## src/rtl/var_delay_pipe.sv

```systemverilog
// var_delay_pipe
//   Variable-latency data pipe. MAX_DELAY registered stages, each holding a
//   data word and a valid bit, shift in lockstep. The output is tapped from
//   the stage selected by the active delay (cur_delay). With a delay of 0
//   the block is a combinational pass-through.
//
//   The delay can be changed at run time through dsel/dsel_load. A change is
//   only adopted when nothing is in flight (or when the same cycle flushes
//   the pipe). Otherwise it is refused and load_err is latched until reset.
//
// Ports
//   clk        clock, single domain
//   rst        synchronous active-high reset
//   x          input data
//   x_valid    input data qualifier
//   stall      freeze all stages for this cycle
//   flush      discard every in-flight item
//   dsel       requested delay (clamped to MAX_DELAY)
//   dsel_load  request to adopt dsel
//   y          delayed data
//   y_valid    delayed data qualifier
//   cur_delay  active delay
//   occ        number of valid items inside the active part of the pipe
//   load_err   sticky: a delay load was refused
module var_delay_pipe #(
  parameter  int WIDTH      = 32,
  parameter  int MAX_DELAY  = 8,
  parameter  int INIT_DELAY = 3,
  localparam int DW         = $clog2(MAX_DELAY + 1)
) (
  input  logic             clk,
  input  logic             rst,
  input  logic [WIDTH-1:0] x,
  input  logic             x_valid,
  input  logic             stall,
  input  logic             flush,
  input  logic [DW-1:0]    dsel,
  input  logic             dsel_load,
  output logic [WIDTH-1:0] y,
  output logic             y_valid,
  output logic [DW-1:0]    cur_delay,
  output logic [DW-1:0]    occ,
  output logic             load_err
);

  // Requested delays above the physical depth saturate to the deepest tap.
  function automatic logic [DW-1:0] sat_delay(input logic [DW-1:0] d);
    if (int'(d) > MAX_DELAY) return DW'(MAX_DELAY);
    return d;
  endfunction

  logic [WIDTH-1:0] data_p [MAX_DELAY];
  logic             vld_p  [MAX_DELAY];

  logic [WIDTH-1:0] tail_data;
  logic             tail_vld;
  logic             dly_zero;
  logic             accept;
  logic             occ_inc;
  logic             occ_dec;
  logic             load_ok;
  logic             load_bad;

  assign dly_zero = (cur_delay == '0);
  assign accept   = x_valid & ~stall & ~flush;

  // Output tap: stage cur_delay-1. Written as a compare-select over all
  // stages so a zero delay never produces an out-of-range index.
  always_comb begin
    tail_data = '0;
    tail_vld  = 1'b0;
    for (int i = 0; i < MAX_DELAY; i++) begin
      if (cur_delay == DW'(i + 1)) begin
        tail_data = data_p[i];
        tail_vld  = vld_p[i];
      end
    end
  end

  // A flush in the same cycle empties the pipe and blocks acceptance, so the
  // load is judged against that emptied state and always succeeds.
  assign load_ok  = dsel_load & (flush | ((occ == '0) & (~x_valid | stall)));
  assign load_bad = dsel_load & ~load_ok;

  assign occ_inc = accept & ~dly_zero;
  assign occ_dec = tail_vld & ~stall & ~flush;

  assign y       = dly_zero ? x : tail_data;
  assign y_valid = (dly_zero ? x_valid : tail_vld) & ~stall & ~flush;

  // ---- stage registers: shift, hold on stall, clear on flush/reset ----
  // Stages past the active tap keep shifting; their valid bits are cleared
  // on every accepted load so a longer new delay never exposes stale items.
  always_ff @(posedge clk) begin
    if (rst || flush) begin
      for (int i = 0; i < MAX_DELAY; i++) begin
        data_p[i] <= '0;
        vld_p[i]  <= 1'b0;
      end
    end else begin
      if (!stall) begin
        data_p[0] <= x;
        for (int i = 1; i < MAX_DELAY; i++) data_p[i] <= data_p[i-1];
      end
      if (load_ok) begin
        for (int i = 0; i < MAX_DELAY; i++) vld_p[i] <= 1'b0;
      end else if (!stall) begin
        vld_p[0] <= x_valid;
        for (int i = 1; i < MAX_DELAY; i++) vld_p[i] <= vld_p[i-1];
      end
    end
  end

  // ---- control: occupancy, active delay, load error ----
  always_ff @(posedge clk) begin
    if (rst) begin
      occ       <= '0;
      cur_delay <= DW'(INIT_DELAY);
      load_err  <= 1'b0;
    end else begin
      if (flush || load_ok)       occ <= '0;
      else if (occ_inc && !occ_dec) occ <= occ + DW'(1);
      else if (occ_dec && !occ_inc) occ <= occ - DW'(1);

      if (load_ok)  cur_delay <= sat_delay(dsel);
      if (load_bad) load_err  <= 1'b1;
    end
  end

endmodule
```

## config.mk

```make
export PLATFORM = sky130hd
export DESIGN_NAME = var_delay_pipe
export DESIGN_NICKNAME = d
export VERILOG_FILES = /design/src/rtl/var_delay_pipe.sv
export SDC_FILE = /design/constraint.sdc
export NUM_CORES = 1
export LEC_CHECK = 0
export BUFFER_PORTS_ARGS = -buffer_cell sky130_fd_sc_hd__buf_2
export CORE_UTILIZATION = 30
export CTS_BUF_LIST = sky130_fd_sc_hd__clkbuf_8
export DETAILED_ROUTE_END_ITERATION = 6
export PLACE_DENSITY = 0.41
export SLEW_MARGIN = 40
export SYNTH_ARGS = -nofsm -noshare
export SYNTH_HDL_FRONTEND = slang
export SYNTH_SLANG_ARGS = --single-unit
```

## constraint.sdc

```tcl
create_clock -name clk -period 14.7 [get_ports clk]
set_input_delay 0.735 -clock clk [delete_from_list [all_inputs] [get_ports clk]]
set_output_delay 0.735 -clock clk [all_outputs]
set_load 0.01 [all_outputs]
```

==> results.md <==
- Outcome: complete, no violations
- Nature of the critical path startpoint: flop
- Total power draw: 1.738 mW
- Syn_nets: 1,146
- Xor/xnor cell area share of the yosys netlist: 0.1318%
- Util after Layout: 34.70%
- Top FF cell, synth: edfxtp_1
- Worst-margin pin slew: 0.7906 ns
- Gr usage total: 15.31%
- Sequential-to-total area share from yosys stat: 60.95%
- Final TNS setup: 0 ns
- Worst path arrival time: 3.88 ns
- Synth Warn #: 0
- Layout Cell Area excl Fill: 15,050 sq um
- Final setup violation count: 0
- Period utilisation layout: 31.37%
- Diode count: 0
- First-pass GRT wire length: 52,650 microns
- Root buf cell: clkbuf_8
- # IOs: 84
- Place WS: 10.33 ns
- Clk_lat worst skew: 0.61 ns
- Post-synthesis compound-gate area fraction: 10.90%
- Final wirelength: 33,310 microns
- Nets: 1,211
- Post-Syn Area: 13,290 sq um
- CP required: 13.97 ns
- Post-synth ARST share: 0%
- Die extent in y: 212.4 microns
- Final worst setup slack: 10.09 ns
- HPWL Detailed: 18,280 microns
- FF-to-FF Start: cur_delay[0]
- Gpl congestion: 0.6702
- P_leak: 5.904 nW
- Num Clock Sinks: 273
- Initial antenna violation count: 0
- RSZ-0062 raised after global routing: false
- Mux share of post-synthesis cell area: 4.313%
- Number of library cell types mapped by synthesis: 61
- Final Critical Period: 4.611 ns
- Wire per inst: 18.62 microns
- Simple-gate share of the synthesized area: 19.05%
- Reg2Reg Setup Slack: 10.73 ns
- Max clock buf depth: 3
- Global route overflow: 0
- Vias per inst: 4.790
- Resized cells post-CTS: 0
- Placed instance area: 14,140 sq um
- Core Box Area: 43,360 sq um
- Slew Limit Fails: 0
- DRT antenna net count: 0
- Pin count of the biggest net entering global routing: 87
- Hold Crit Start: dsel[3]
- Num CTS Buffers: 51
- First drt pass iteration count: 4
- Largest family of logic cells by synthesized area: simple AND/OR/NAND/NOR gates
- Syn Inst Count: 1,100
- Crit Path Class: flop to primary output
- Relative slew slack: 47.29%
- Peak supply drop: 0.04899 mV
- Crit path max fanout: 81
- Vias: 8,569
- Hold Crit Class: input port to flop
- Fmax: 216.9 MHz
- Max-cap viol count: 0
- Fin. Hold Viols: 0
- Hold_buf cts: 0
- CTS tree: yes
- Setup bufs post-CTS: 0
- Pwr dens: 115.5 nW/um^2
- Row count: 76
- PortBufs: 83
- Final clock skew: 0.02120 ns
- Adder-cell share of the synthesized area: 0.4332%
- Post-synth EDFFs: 263
- Hold endpoint: cur_delay[3]
- Layout cells sized above 1: 14.70%
- H-tree depth: 2
- DIE AREA: 45,130 sq um
- Crit end category: primary output
- Cell depth of the worst flop-to-flop path: 13
- Avg Inst Size Synth: 12.08 sq um
- DRC viols: 0
- Clk pin slew, worst setup/hold paths: 0.06 ns
- Area grow syn2layout: 13.26%
- Initial Util: 30.64%
- Seq cells post-synth: 273
- R2r endpoint: occ[3]
- Hold path depth: 3
- Number of global-route vias before repair: 8,641
- Die X: 212.4 microns
- Initial drt markers: 552
[synth_stat cells (7+ instances only)]
library cell,instances,area share [%]
a211oi_1,26,1.5
a21oi_1,89,3.4
a2bb2oi_1,10,0.66
a31oi_1,7,0.33
and2_1,245,12
buf_2,30,1.1
buf_6,8,0.68
clkbuf_1,43,1.2
dfxtp_1,10,1.5
edfxtp_1,263,59
inv_1,23,0.65
mux2i_1,55,4.1
nand2_1,24,0.68
nand2b_1,32,1.5
nor2_1,43,1.2
nor2b_1,15,0.71
nor3_1,26,0.98
o21ai_0,37,1.4
o21ai_1,11,0.41
o221ai_1,13,0.86
o2bb2ai_1,10,0.66
or3_1,16,0.75
[final cells by class]
cell class	instances	area, sq um
inverters	23	86.33
well taps	585	732.0
multi-input cells	715	4654
flip-flops and latches	273	8107
clock inverters	39	150.1
fillers	4431	28310
clock buffers	53	729.5
repair buffers	101	589.3
[flip-flops by register name, summed over array words and instances (netlist names)]
register	count
cur_delay	4
data_p	256
load_err	1
occ	4
vld_p	8
[placed cells by master (no fill, tap or decap), types with 3 or more instances in the layout]
cell type  count
a211oi_1      26
a21oi_1       89
a2bb2oi_1     10
a311oi_1       4
a31oi_1        7
and2_1       245
buf_2         83
buf_4         10
buf_6          7
clkbuf_8      53
clkinv_1      15
clkinv_2       3
dfxtp_1        7
edfxtp_1     263
ha_1           3
inv_1         44
mux2i_1       55
nand2_1       23
nand2b_1      32
nand3_1        5
nor2_1        41
nor2b_1       15
nor3_1        26
o21ai_0       37
o21ai_1       11
o221ai_1      13
o2bb2ai_1     10
o31ai_1        5
or3_1         16
[worst max-delay path: stages, from the launching register on]
cell and delay, ns:
dfxtp_4 0.60, buf_4 0.61, buf_6 0.56, or3_1 0.47
buf_4 0.38, o21ai_0 0.15, o221ai_1 0.25, buf_2 0.19
[worst max-delay path by stage]
stage | from | endpoint | depth (start not counted)
after global routing | cur_delay[0] | y[29] | 7
after global placement | flush | data_p[1][126] | 6
after detailed placement | cur_delay[0] | y[7] | 7
after floorplan | rst | data_p[0][0] | 4
final | cur_delay[0] | y[7] | 7
after CTS | cur_delay[0] | y[7] | 7
[where the power goes]
part / internal, mW / switching, mW / leakage [nW]
Clock: 0.330 / 0.329 / 0.528
Combinational: 0.0620 / 0.108 / 2.23
Sequential: 0.887 / 0.0209 / 3.14
Total: 1.28 / 0.458 / 5.90
[per-layer routing]
metal / global-route usage [%] / wire, microns
met3: 2.851 / 1285
met2: 22.43 / 14620
met1: 22.27 / 16560
met4: 5.706 / 843
met5: 0 / 0
[logic make-up (layout without fill, tap and decap cells)]
family / count (synthesis) / after routing
simple gates: 425 / 425
flops: 273 / 273
compound gates: 228 / 228
buf+inv: 112 / 216
mux: 56 / 56
fa+ha+maj: 4 / 4
xor+xnor: 2 / 2
[stage by stage]
stage | std cells | hold WS, ns
floorplan | 1100 | 0.4626
global placement | 1695 | 0.4508
detailed placement | 1696 | 0.4617
CTS | 1788 | 0.3490
global route | 1789 | 0.3797
finish | 1789 | 0.4034
Note: power is estimated with default switching activity, not from simulation.
